## src/rtl/alu_share_arbiter_pkg.sv

```systemverilog
// alu_pkg: ALUOp encodings, datapath widths, FSM state encoding and the
// legal-opcode helper shared by the arbiter and its optional opcode check
// (enabled with ALU_ARB_OPCHK_EN).
package alu_pkg;

    localparam int ALU_DATA_W = 64;
    localparam int ALU_OP_W   = 4;

    localparam logic [ALU_OP_W-1:0] ALU_AND = 4'b0000;
    localparam logic [ALU_OP_W-1:0] ALU_OR  = 4'b0001;
    localparam logic [ALU_OP_W-1:0] ALU_ADD = 4'b0010;
    localparam logic [ALU_OP_W-1:0] ALU_SUB = 4'b0110;
    localparam logic [ALU_OP_W-1:0] ALU_NOR = 4'b1100;

    typedef enum logic {
        IDLE = 1'b0,
        EXEC = 1'b1
    } state_e;

    // True for the five encodings the ALU actually implements.
    function automatic logic is_legal_op(input logic [ALU_OP_W-1:0] op);
        logic legal;
        legal = 1'b0;
        case (op)
            ALU_AND, ALU_OR, ALU_ADD, ALU_SUB, ALU_NOR: legal = 1'b1;
            default:                                    legal = 1'b0;
        endcase
        return legal;
    endfunction

endpackage

```

## src/rtl/alu_share_arbiter_if.sv

```systemverilog
// Bus bundle for alu_share_arbiter: two request ports, the registered ALU
// operand/opcode outputs, the combinational ALU return path and the tagged
// response. rsp_illegal exists only when ALU_ARB_OPCHK_EN is defined.
interface alu_share_arbiter_if #(
    parameter int DATA_W = 64,
    parameter int OP_W   = 4
);
    logic              req0_valid;
    logic              req0_ready;
    logic [DATA_W-1:0] req0_a;
    logic [DATA_W-1:0] req0_b;
    logic [OP_W-1:0]   req0_op;

    logic              req1_valid;
    logic              req1_ready;
    logic [DATA_W-1:0] req1_a;
    logic [DATA_W-1:0] req1_b;
    logic [OP_W-1:0]   req1_op;

    logic [DATA_W-1:0] alu_a;
    logic [DATA_W-1:0] alu_b;
    logic [OP_W-1:0]   alu_op;
    logic [DATA_W-1:0] alu_result;
    logic              alu_zero;

    logic              rsp_valid;
    logic              rsp_id;
    logic [DATA_W-1:0] rsp_result;
    logic              rsp_zero;
    logic              busy;
`ifdef ALU_ARB_OPCHK_EN
    logic              rsp_illegal;
`endif

    // Arbiter side.
    modport slave (
        input  req0_valid, req0_a, req0_b, req0_op,
        input  req1_valid, req1_a, req1_b, req1_op,
        input  alu_result, alu_zero,
        output req0_ready, req1_ready,
        output alu_a, alu_b, alu_op,
        output rsp_valid, rsp_id, rsp_result, rsp_zero,
        output busy
`ifdef ALU_ARB_OPCHK_EN
        , output rsp_illegal
`endif
    );

    // Requester / ALU / response-consumer side.
    modport master (
        output req0_valid, req0_a, req0_b, req0_op,
        output req1_valid, req1_a, req1_b, req1_op,
        output alu_result, alu_zero,
        input  req0_ready, req1_ready,
        input  alu_a, alu_b, alu_op,
        input  rsp_valid, rsp_id, rsp_result, rsp_zero,
        input  busy
`ifdef ALU_ARB_OPCHK_EN
        , input rsp_illegal
`endif
    );

endinterface

```

## src/rtl/alu_share_arbiter_rr_arb2.sv

```systemverilog
// rr_arb2: two-way round-robin grant. On contention the requester that did
// not win last time is chosen; last_grant resets to 1 so requester 0 wins
// the first contended grant.
module rr_arb2 (
    input  logic       clk,
    input  logic       reset,
    input  logic [1:0] req,
    input  logic       update_en,
    output logic       grant_valid,
    output logic       grant_id
);
    logic last_grant_q;
    logic last_grant_d;

    // Pick the winner and compute the next last_grant.
    always_comb begin
        grant_valid  = |req;
        grant_id     = 1'b0;
        last_grant_d = last_grant_q;
        if (req == 2'b11) begin
            grant_id = ~last_grant_q;
        end else if (req[1]) begin
            grant_id = 1'b1;
        end
        if (update_en && grant_valid) begin
            last_grant_d = grant_id;
        end
    end

    // last_grant register.
    always_ff @(posedge clk) begin
        if (reset) begin
            last_grant_q <= 1'b1;
        end else begin
            last_grant_q <= last_grant_d;
        end
    end

endmodule

```

## src/rtl/alu_share_arbiter.sv

```systemverilog
// alu_share_arbiter: shares one combinational 64-bit ALU between two
// requesters. Accept in cycle T, operands on the ALU in T+1, response pulse
// in T+2. Optional opcode check under ALU_ARB_OPCHK_EN adds rsp_illegal and
// forces result 0 / zero 1 for unsupported opcodes.
module alu_share_arbiter
    import alu_pkg::*;
#(
    parameter int DATA_W = ALU_DATA_W,
    parameter int OP_W   = ALU_OP_W
) (
    input  logic                clk,
    input  logic                reset,
    alu_share_arbiter_if.slave  bus
);
    // Handshake: reqN_ready is combinational and high only in IDLE while
    // requester N holds valid and wins arbitration; a transfer happens on
    // valid && ready. Requesters keep valid/a/b/op stable until ready and may
    // withdraw valid before ready without leaving any state behind.

    state_e            state_q, state_d;
    logic [DATA_W-1:0] alu_a_q, alu_a_d;
    logic [DATA_W-1:0] alu_b_q, alu_b_d;
    logic [OP_W-1:0]   alu_op_q, alu_op_d;
    logic              win_id_q, win_id_d;
    logic              rsp_valid_q, rsp_valid_d;
    logic              rsp_id_q, rsp_id_d;
    logic [DATA_W-1:0] rsp_result_q, rsp_result_d;
    logic              rsp_zero_q, rsp_zero_d;
`ifdef ALU_ARB_OPCHK_EN
    logic              rsp_illegal_q, rsp_illegal_d;
    logic              op_illegal;
`endif

    logic grant_valid;
    logic grant_id;
    logic arb_en;

    assign arb_en = (state_q == IDLE);

    rr_arb2 u_arb (
        .clk         (clk),
        .reset       (reset),
        .req         ({bus.req1_valid, bus.req0_valid}),
        .update_en   (arb_en),
        .grant_valid (grant_valid),
        .grant_id    (grant_id)
    );

    assign bus.req0_ready = arb_en && grant_valid && !grant_id;
    assign bus.req1_ready = arb_en && grant_valid &&  grant_id;

    // Next-state and datapath capture; registers hold unless updated.
    always_comb begin
        state_d      = state_q;
        alu_a_d      = alu_a_q;
        alu_b_d      = alu_b_q;
        alu_op_d     = alu_op_q;
        win_id_d     = win_id_q;
        rsp_valid_d  = 1'b0;
        rsp_id_d     = rsp_id_q;
        rsp_result_d = rsp_result_q;
        rsp_zero_d   = rsp_zero_q;
`ifdef ALU_ARB_OPCHK_EN
        rsp_illegal_d = rsp_illegal_q;
        op_illegal    = !is_legal_op(alu_op_q);
`endif
        case (state_q)
            IDLE: begin
                if (grant_valid) begin
                    alu_a_d  = grant_id ? bus.req1_a  : bus.req0_a;
                    alu_b_d  = grant_id ? bus.req1_b  : bus.req0_b;
                    alu_op_d = grant_id ? bus.req1_op : bus.req0_op;
                    win_id_d = grant_id;
                    state_d  = EXEC;
                end
            end
            EXEC: begin
                rsp_valid_d  = 1'b1;
                rsp_id_d     = win_id_q;
                rsp_result_d = bus.alu_result;
                rsp_zero_d   = bus.alu_zero;
`ifdef ALU_ARB_OPCHK_EN
                rsp_illegal_d = op_illegal;
                if (op_illegal) begin
                    rsp_result_d = '0;
                    rsp_zero_d   = 1'b1;
                end
`endif
                state_d = IDLE;
            end
            default: state_d = IDLE;
        endcase
    end

    // State and datapath registers; reset drops any in-flight operation.
    always_ff @(posedge clk) begin
        if (reset) begin
            state_q      <= IDLE;
            alu_a_q      <= '0;
            alu_b_q      <= '0;
            alu_op_q     <= '0;
            win_id_q     <= 1'b0;
            rsp_valid_q  <= 1'b0;
            rsp_id_q     <= 1'b0;
            rsp_result_q <= '0;
            rsp_zero_q   <= 1'b0;
`ifdef ALU_ARB_OPCHK_EN
            rsp_illegal_q <= 1'b0;
`endif
        end else begin
            state_q      <= state_d;
            alu_a_q      <= alu_a_d;
            alu_b_q      <= alu_b_d;
            alu_op_q     <= alu_op_d;
            win_id_q     <= win_id_d;
            rsp_valid_q  <= rsp_valid_d;
            rsp_id_q     <= rsp_id_d;
            rsp_result_q <= rsp_result_d;
            rsp_zero_q   <= rsp_zero_d;
`ifdef ALU_ARB_OPCHK_EN
            rsp_illegal_q <= rsp_illegal_d;
`endif
        end
    end

    assign bus.alu_a      = alu_a_q;
    assign bus.alu_b      = alu_b_q;
    assign bus.alu_op     = alu_op_q;
    assign bus.rsp_valid  = rsp_valid_q;
    assign bus.rsp_id     = rsp_id_q;
    assign bus.rsp_result = rsp_result_q;
    assign bus.rsp_zero   = rsp_zero_q;
    assign bus.busy       = (state_q != IDLE);
`ifdef ALU_ARB_OPCHK_EN
    assign bus.rsp_illegal = rsp_illegal_q;
`endif

endmodule
```

## src/flat_wrapper.sv

```systemverilog
// flat-port wrapper written by rule: the top's interface ports become plain ports
module alu_share_arbiter_flat import alu_pkg::*;
#(
    parameter int DATA_W = ALU_DATA_W,
    parameter int OP_W   = ALU_OP_W
)
  (clk, reset, bus_req0_valid, bus_req0_a, bus_req0_b, bus_req0_op, bus_req1_valid, bus_req1_a, bus_req1_b, bus_req1_op, bus_alu_result, bus_alu_zero, bus_req0_ready, bus_req1_ready, bus_alu_a, bus_alu_b, bus_alu_op, bus_rsp_valid, bus_rsp_id, bus_rsp_result, bus_rsp_zero, bus_busy);
  alu_share_arbiter_if #(.DATA_W(DATA_W), .OP_W(OP_W)) bus_i ();
  input  logic clk;
  input  logic reset;
  input wire logic [$bits(bus_i.req0_valid)-1:0] bus_req0_valid;
  input wire logic [$bits(bus_i.req0_a)-1:0] bus_req0_a;
  input wire logic [$bits(bus_i.req0_b)-1:0] bus_req0_b;
  input wire logic [$bits(bus_i.req0_op)-1:0] bus_req0_op;
  input wire logic [$bits(bus_i.req1_valid)-1:0] bus_req1_valid;
  input wire logic [$bits(bus_i.req1_a)-1:0] bus_req1_a;
  input wire logic [$bits(bus_i.req1_b)-1:0] bus_req1_b;
  input wire logic [$bits(bus_i.req1_op)-1:0] bus_req1_op;
  input wire logic [$bits(bus_i.alu_result)-1:0] bus_alu_result;
  input wire logic [$bits(bus_i.alu_zero)-1:0] bus_alu_zero;
  output wire logic [$bits(bus_i.req0_ready)-1:0] bus_req0_ready;
  output wire logic [$bits(bus_i.req1_ready)-1:0] bus_req1_ready;
  output wire logic [$bits(bus_i.alu_a)-1:0] bus_alu_a;
  output wire logic [$bits(bus_i.alu_b)-1:0] bus_alu_b;
  output wire logic [$bits(bus_i.alu_op)-1:0] bus_alu_op;
  output wire logic [$bits(bus_i.rsp_valid)-1:0] bus_rsp_valid;
  output wire logic [$bits(bus_i.rsp_id)-1:0] bus_rsp_id;
  output wire logic [$bits(bus_i.rsp_result)-1:0] bus_rsp_result;
  output wire logic [$bits(bus_i.rsp_zero)-1:0] bus_rsp_zero;
  output wire logic [$bits(bus_i.busy)-1:0] bus_busy;
  assign bus_i.req0_valid = bus_req0_valid;
  assign bus_i.req0_a = bus_req0_a;
  assign bus_i.req0_b = bus_req0_b;
  assign bus_i.req0_op = bus_req0_op;
  assign bus_i.req1_valid = bus_req1_valid;
  assign bus_i.req1_a = bus_req1_a;
  assign bus_i.req1_b = bus_req1_b;
  assign bus_i.req1_op = bus_req1_op;
  assign bus_i.alu_result = bus_alu_result;
  assign bus_i.alu_zero = bus_alu_zero;
  assign bus_req0_ready = bus_i.req0_ready;
  assign bus_req1_ready = bus_i.req1_ready;
  assign bus_alu_a = bus_i.alu_a;
  assign bus_alu_b = bus_i.alu_b;
  assign bus_alu_op = bus_i.alu_op;
  assign bus_rsp_valid = bus_i.rsp_valid;
  assign bus_rsp_id = bus_i.rsp_id;
  assign bus_rsp_result = bus_i.rsp_result;
  assign bus_rsp_zero = bus_i.rsp_zero;
  assign bus_busy = bus_i.busy;
  alu_share_arbiter #(.DATA_W(DATA_W), .OP_W(OP_W)) u_core (.clk(clk), .reset(reset), .bus(bus_i));
endmodule
```

## config.mk

```make
export PLATFORM = sky130hd
export DESIGN_NAME = alu_share_arbiter_flat
export DESIGN_NICKNAME = d
export VERILOG_FILES = /design/src/rtl/alu_share_arbiter_pkg.sv /design/src/rtl/alu_share_arbiter_if.sv /design/src/rtl/alu_share_arbiter_rr_arb2.sv /design/src/rtl/alu_share_arbiter.sv /design/src/flat_wrapper.sv
export SDC_FILE = /design/constraint.sdc
export NUM_CORES = 1
export LEC_CHECK = 0
export CAP_MARGIN = 20
export CORE_AREA = 2 2 211 213
export CTS_CLUSTER_SIZE = 8
export DETAILED_ROUTE_END_ITERATION = 8
export DIE_AREA = 0 0 213 215
export GPL_ROUTABILITY_DRIVEN = 1
export RECOVER_POWER = 25
export SYNTH_ARGS = -nofsm -noshare
export SYNTH_HDL_FRONTEND = slang
export SYNTH_HIERARCHICAL = 1
export SYNTH_SLANG_ARGS = --single-unit
```

## constraint.sdc

```tcl
create_clock -name clk -period 3.6 [get_ports clk]
set_input_delay 0.54 -clock clk [delete_from_list [all_inputs] [get_ports clk]]
set_output_delay 0.54 -clock clk [all_outputs]
set_load 0.01 [all_outputs]
```

* After elaboration in Yosys (flattened, before gate mapping) *
Index checks and enable logic that the tools add are counted.

word-level totals
  register bits = 202
  input port bits = 333

cells by class
  reductions and logical operators = 6
  mux-type cells = 8
  bitwise logic cells = 2
  eq/ne operators = 1

operators by type and width
  operator                                     number
  2-to-1 mux 64 bit                            2
  2-to-1 mux 1 bit                             4
  2-to-1 mux 4 bit                             1
  logical AND 1 bit                            3
  equality test 2 bit (second input constant)  1
  NOT 1 bit                                    2
  case mux 1 bit (2 select lines)              1
  AND reduction 2 bit                          1
  OR reduction 2 bit                           1
  logical NOT 1 bit                            1

* Logic depth before layout (Yosys ltp) *
Gate-level depths: netlist of the first run.

  word-level depth = 4
  mapped depth = 7
  mapped depth without buffers = 4

* Cells and area by module *
The synthesis of the first run kept the hierarchy.

by module, submodules not included
  module             cells each  sequential area each (µm²)  area an instance (µm²)  times used
  alu_share_arbiter  814         4023.9                      8755.9                  1
  rr_arb2            6           20.0                        56.3                    1

* Worst setup path after synthesis of the first run *
Ideal clock, no wire load.

  path kind = input -> output
  start point = input bus_req1_valid
  end point = output bus_req1_ready
  data arrival time = 1.381 ns
  stages = 6
  data required time = 3.060 ns
  slack = 1.679 ns
  cell sequence = or2_2 > nor2b_1 > buf_2 > buf_2 > nand2_1 > inv_1

on the way
  word-level cells in the longest chain between the ends = 3

ends and longest elaborated chain
  element                                                       RTL line                                                  RTL
  from (decl)                                                   flat_wrapper.sv:15                                        input wire logic [$bits(bus_i.req1_valid)-1:0] bus_req1_valid;
  equality test 2 bit (tied with other cells)                   alu_share_arbiter_rr_arb2.sv:20                           if (req == 2'b11) begin
  2-to-1 mux 1 bit / logical AND 1 bit (equally long branches)  alu_share_arbiter_rr_arb2.sv:20, alu_share_arbiter.sv:50
  logical AND 1 bit (*)                                         alu_share_arbiter.sv:50                                   assign bus.req1_ready = arb_en && grant_valid && grant_id;
  to (decl)                                                     flat_wrapper.sv:22                                        output wire logic [$bits(bus_i.req1_ready)-1:0] bus_req1_ready;

Every way passes the cells marked *; elsewhere a longest branch is shown, timed or not.

* Final worst setup path of the first run *
  start point = input bus_req0_valid
  end point = output bus_req1_ready

on the way
  word-level cells in the longest chain between the ends = 3

ends and longest elaborated chain
  element                          RTL line                         RTL
  from (decl)                      flat_wrapper.sv:11               input wire logic [$bits(bus_i.req0_valid)-1:0] bus_req0_valid;
  OR reduction 2 bit               alu_share_arbiter_rr_arb2.sv:17  grant_valid = |req;
  named net u_core.grant_valid     alu_share_arbiter.sv:34          logic grant_valid;
  logical AND 1 bit (2 in series)  alu_share_arbiter.sv:50

The timed path passes the listed nets, and every way through them passes these cells.

==> results of run 1 <==
==> worst min-delay path, delay by kind of cell (launching register included) <==
| family | cells | cell delay, ns |
|---|---|---|
| and+or+nand+nor | 1 | 0.06 |
| AOI/OAI and AO/OA | 1 | 0.05 |
| DFF | 1 | 0.32 |
==> cell usage after synthesis <==
cell and number:
nand2_1 2, a211oi_2 100, a211oi_1 32, nor2b_1 1, or2_2 1, buf_4 12, buf_2 26, mux2i_1 198
a21oi_1 2, o21bai_2 1, and3_1 1, a21boi_0 1, nand2b_1 1, clkbuf_1 21, buf_1 1, inv_1 2
nor2_1 201, dfxtp_1 202, buf_6 15
==> metrics by stage <==
stage	util (%)	hold WS, ns	total power, mW
finish	35.2	0.485	6.52
global route	35.2	0.516	6.86
CTS	35.2	0.493	6.66
detailed placement	33.4	0.480	4.19
global placement	33.4	0.471	4.17
floorplan	-	0.436	3.32
==> cell families after synthesis <==
kind of cell / Yosys count / share of synthesized area (%)
compound gates: 136 / 17.3
flops: 202 / 45.9
mux: 198 / 22.5
buf+inv: 77 / 5.44
simple gates: 207 / 8.93
==> state kept, by name (all words and copies together), names as in the netlist, 4 cells and up <==
register and flops:
u_core/bus.alu_b 64, u_core/bus.alu_a 64, u_core/bus.rsp_result 64, u_core/bus.alu_op 4
==> worst max path at each step <==
stage                              start              to  cells after the start
final                     bus_req0_valid  bus_req1_ready                      6
after detailed placement  bus_req0_valid  bus_req1_ready                      6
after floorplan           bus_req1_valid  bus_req1_ready                      6
after global placement    bus_req0_valid  bus_req1_ready                      6
after global routing      bus_req0_valid  bus_req1_ready                      6
after CTS                 bus_req0_valid  bus_req1_ready                      6
==> power breakdown <==
group          internal, mW  switching (mW)
logic                 0.911           0.653
clock network          1.44           0.962
registers              2.44           0.112
==> routing by layer <==
metal	vias to the layer above	routed length [um]
li1	3885	-
met1	3564	11600
met2	354	14400
met3	51	3580
met4	0	694
met5	-	0
==> area by class of cell <==
class                      instances  area, um^2  area share [%]
sequential                       202        4050            26.4
multi-input combinational        541        4300            28.0
timing repair buffer             545        5480            35.7
clock buffer                      35         758            4.94
tap                              592         741            4.83
clock inverter                     1        8.76          0.0571
inverter                           2        7.51          0.0489
==> key figures, run 1 <==
Yosys
  • Leading area contributor after synthesis: dfxtp_1
  • Syn avg cell area: approximately 11 um^2
  • Mapped cell area: 8810 um^2
  • Seq/Total Area, Yosys: between 40% and 50%
  • Ys Warns: 6
  • Area contributors post-synth: dfxtp_1, mux2i_1, a211oi_2
  • Yosys cell types: 19
  • Post-synth net total: 1153
  • Top cell type's share of synthesized area: 45.9%
  • Number of synthesized register bits: 202
  • Post-Synthesis Cells: 820

Run status
  • Status: finished with violations
  • Failing checks: capacitance limit, slew limit

STA
  • Final Cycle Share: 81.3%
  • TNS Setup: 0 ns
  • Min setup slack post-route: just under 0.7 ns
  • Clock skew: 0.00663 ns
  • Final slew viol count: 49
  • Worst-Margin Slew: roughly 1.6 ns
  • Max-Slew Margin vs Limit: -6.06%
  • Crit path time final: 2.93 ns
  • RSZ-0062 raised after global routing: no
  • Max Freq: ~340 MHz
  • Final Hold Fails: 0
  • Finish-stage setup viols: 0

Hold path
  • Worst Hold Class: flip-flop to flip-flop
  • Hold path endpoint: u_core/win_id_q$_SDFFE_PP0P_
  • Worst hold start: u_core/win_id_q$_SDFFE_PP0P_
  • Hold path cells: 2

GRT
  • Global routing usage on met1: 13.2%
  • First-pass GRT wire length: between 40 and 50 mm
  • Vias in the first global route: 8147
  • GR peak layer: met2
  • Pin count of the biggest net entering global routing: 187
  • Met3 global-route usage: about 5.1%
  • All-Layer GR Usage: 12.4%
  • Met2 usage: between 20 and 25%
  • Total congestion overflow: 0
  • Initial antenna violation count: 0

Die
  • Io pins: ~540
  • Die Span X: ~210 um
  • Core ar.: 43600 um^2
  • Die area: 45800 um^2
  • Die Ht: between 200 and 250 um
  • Num rows: 77
  • Initial core utilization: roughly a fifth

Run
  • Max Cap Violations: 1

Power
  • Leakage: ~5.7 nW
  • Peak supply drop: 0.313 mV
  • Power Density: 425 nW/um^2

Worst setup path
  • Reg2reg end: u_core/bus.rsp_result[19]$_SDFFE_PP0P_
  • Setup CP Type: input pin to output port
  • Critical-path top delay cell: dlygate4sd3_1
  • Req. time, crit path: about 3 ns
  • Top delay family on crit path: buffers and inverters
  • Crit path max fanout: 3
  • Setup crit end kind: output port
  • CP arrival: between 2 and 2.5 ns
  • Reg2reg start: u_core/bus.busy$_SDFF_PP0_
  • Buffers and inverters on the worst path: 3
  • CP Launch Type: input pin
  • CP Cell Sequence: dlygate4sd3_1, or2_2, nor2b_1, nand2_1, inv_1, clkdlybuf4s50_1
  • Worst R2R Setup Slack: ~1.2 ns
  • Crit-path max cell delay: 0.61 ns
  • R2R depth: 3

Routing
  • DRT antenna net count: 0
  • First DRT Iteration DRCs: 281
  • Drt via density: 4.09
  • # DRC: 0
  • Routed wire per std cell: about 16 um
  • Via Count: 7854
  • Final wirelength: 30.3 mm
  • Drt first pass iters: 4

Placement
  • Area after DPL: 14600 um^2
  • Placed insts: 1882
  • Port Buffers: 534
  • Gpl congestion: 0.763
  • Pre-CTS WS: 0.880 ns
  • Dpl hpwl: around 22 mm

Final layout
  • Layout cells sized above 1: ~11%
  • Most frequent cells in the layout: clkdlybuf4s50_1, nor2_1, dfxtp_1
  • Area delta synth->final: 74.1%
  • Fin cells: 1918
  • # fillers: 4432
  • Fin nets: approximately 1.7k
  • Most common cell after layout, fill and taps aside: clkdlybuf4s50_1
  • Antenna diode count: 0
  • Design Area, Final: around 15000 um^2

Clocking
  • Clock Tree Buf Depth: 3
  • Htree depth: 1
  • CTS tree: done
  • Setup repair bufs after CTS: 0
  • # resized after CTS: 0
  • Clock transition at path regs: roughly 0.050 ns
  • TritonCTS Sinks: roughly 200
  • Latest clock arrival within the worst-skew pair: 0.55 ns
  • CTS Buf Count: 29
  • Root Buffer: clkbuf_16
  • Hold_buf cts: 0
Power figures use the tool's default switching activity.
==> inputs of run 2 (changes only) <==
clock period = 2.9 ns   (was 3.6 ns; I/O delays follow)
==> key figures, run 2 (same netlist as run 1, synthesis figures left out) <==
Run status
  • Status: finished clean

Routing
  • Via Count: 7801 (-0.67%)
  • Routed length on met2: 14.2 mm (-1.7%)
  • Met3 wire len: 3.51 mm (-1.9%)
  • DRT antenna net count: 0 (unchanged)
  • Drt first pass iters: 4 (unchanged)
  • First DRT Iteration DRCs: 184 (-35%)
  • M1 WL: 11.6 mm (+0.37%)
  • # DRC: 0 (unchanged)
  • Final wirelength: 29.9 mm (-1.3%)
  • Routed wire per std cell: 15.6 um (-1.4%)
  • Drt via density: 4.07 (-0.73%)
  • Max Used Layer: met4

Worst setup path
  • CP Cell Sequence: dlygate4sd3_1, or2_2, nor2b_4, nand2_1, inv_1, clkdlybuf4s50_1
  • R2R depth: 4 (+1)
  • Reg2reg end: u_core/bus.alu_a[59]$_SDFFE_PP0P_
  • Crit path max fanout: 3 (unchanged)
  • Setup CP Type: input pin to output port
  • Req. time, crit path: 2.47 ns (-0.59 ns)
  • Worst R2R Setup Slack: 0.61 ns (-0.61 ns)
  • CP arrival: 2.18 ns (-0.21 ns)
  • Critical-path top delay cell: dlygate4sd3_1
  • Reg2reg start: u_core/u_arb/last_grant_q$_SDFFE_PP1P_
  • Setup crit end kind: output port
  • CP Launch Type: input pin
  • Crit-path max cell delay: 0.57 ns (-0.04 ns)

Power
  • Power Density: 528 nW/um^2 (+24%)
  • Leakage: 5.68 nW (-1.1%)
  • Peak supply drop: 0.373 mV (+19%)

Clocking
  • Clock Tree Buf Depth: 3 (unchanged)
  • Latest clock arrival within the worst-skew pair: 0.55 ns (about the same)
  • Clock transition at path regs: 0.05 ns (about the same)
  • Htree depth: 1 (unchanged)
  • Hold_buf cts: 0 (unchanged)
  • # resized after CTS: 0 (unchanged)
  • CTS Buf Count: 29 (unchanged)
  • CTS tree: done
  • Setup repair bufs after CTS: 0 (unchanged)
  • TritonCTS Sinks: 202 (unchanged)
  • Root Buffer: clkbuf_16

Final layout
  • Fin nets: 1657 (+0.18%)
  • Most frequent cells in the layout: clkdlybuf4s50_1, dfxtp_1, nor2_1
  • Layout cells sized above 1: 10.6% (-0.46 points)
  • Fin cells: 1919 (+0.052%)
  • Most common cell after layout, fill and taps aside: clkdlybuf4s50_1
  • Area delta synth->final: 73.9% (about the same)
  • Antenna diode count: 0 (unchanged)

Die
  • Die area: 45800 um^2 (unchanged)
  • Num rows: 77 (unchanged)
  • Die Ht: 215 um (unchanged)
  • Core ar.: 43600 um^2 (unchanged)
  • Initial core utilization: 20.2% (unchanged)
  • Io pins: 535 (unchanged)
  • Die Span X: 213 um (unchanged)

STA
  • RSZ-0062 raised after global routing: no
  • Max-Slew Margin vs Limit: 11.1% (+17 points)
  • Final Hold Fails: 0 (unchanged)
  • Clock skew: 0.0144 ns (+0.00775 ns)
  • TNS Setup: 0 ns (unchanged)
  • Crit path time final: 2.62 ns
  • Final slew viol count: 0 (-100%)
  • Min setup slack post-route: 0.281 ns (-0.392 ns)
  • Finish-stage setup viols: 0 (unchanged)
  • Worst-Margin Slew: 1.33 ns (-0.258 ns)
  • Final Cycle Share: 90.3%
  • Final hold slack: 0.436 ns (-0.0490 ns)
  • Max Freq: 382 MHz

GRT
  • Vias in the first global route: 7841 (-3.8%)
  • Initial antenna violation count: 0 (unchanged)
  • All-Layer GR Usage: 12.0% (-0.41 points)
  • Total congestion overflow: 0 (unchanged)
  • First-pass GRT wire length: 43.5 mm (-3.7%)
  • Pin count of the biggest net entering global routing: 111 (-41%)

Placement
  • Pre-CTS WS: 0.330 ns (-0.550 ns)
  • Port Buffers: 534 (unchanged)
  • Gpl congestion: 0.734 (-3.8%)
  • Dpl hpwl: 22.6 mm (+1.4%)
  • Placed insts: 1885 (+0.16%)

Run
  • Max Cap Violations: 0 (-1)

Hold path
  • Hold path endpoint: u_core/bus.rsp_valid$_SDFF_PP0_
  • Worst Hold Class: input pin to flip-flop
  • Worst hold start: reset
  • Hold path cells: 2 (unchanged)
## run 2: area by class of cell
cell class	instances	area [um^2]
fill	4369	28300
timing repair buffer	548	5520
multi-input combinational	541	4260
sequential	202	4040
clock buffer	32	747
tap	592	741
clock inverter	2	13.8
inverter	2	7.51
## run 2: routing by layer
layer / global-route usage, % / vias to the layer above
li1: - / 3900
met1: 13.1 / 3516
met2: 21.3 / 346
met3: 4.85 / 39
met4: 3.24 / 0
met5: 0 / -
## run 2: worst max path at each step
| stage | startpoint | to | slack (ns) | cells past startpoint |
|---|---|---|---|---|
| 3_5_place_dp | bus_req0_valid | bus_req1_ready | 0.33 | 6 |
| 4_1_cts | bus_req0_valid | bus_req1_ready | 0.32 | 6 |
| 6_report | bus_req1_valid | bus_req1_ready | 0.28 | 6 |
| 5_1_grt | bus_req1_valid | bus_req1_ready | 0.22 | 6 |
| 3_3_place_gp | bus_req0_valid | bus_req1_ready | 0.33 | 6 |
| 2_1_floorplan | bus_req1_valid | bus_req1_ready | 1.19 | 6 |
## run 2: power breakdown
| part | leakage, nW | internal (mW) | total (mW) | switching (mW) |
|---|---|---|---|---|
| Sequential | 1.67 | 3.03 | 3.16 | 0.133 |
| Combinational | 3.63 | 1.15 | 1.97 | 0.820 |
| Clock | 0.375 | 1.78 | 2.96 | 1.18 |
| Total | 5.68 | 5.95 | 8.09 | 2.13 |
## run 2: metrics by stage
step / utilization (%) / power [mW] / instance area [um^2]
floorplan: - / 4.12 / 8810
global placement: 33.6 / 5.19 / 14600
detailed placement: 33.6 / 5.22 / 14600
CTS: 35.3 / 8.27 / 15400
global route: 35.1 / 8.50 / 15300
finish: 35.1 / 8.09 / 15300
## run 2: worst max-delay path, delay by kind of cell
family | cells | cell delay [ns]
and+or+nand+nor | 3 | 0.59
buffers and inverters | 3 | 1.15
==> inputs of run 3 (changes only) <==
GPL_ROUTABILITY_DRIVEN = not set   (was 1)
==> results of run 3 <==
The final DEF is identical to that of run 2; final timing and power are the same.
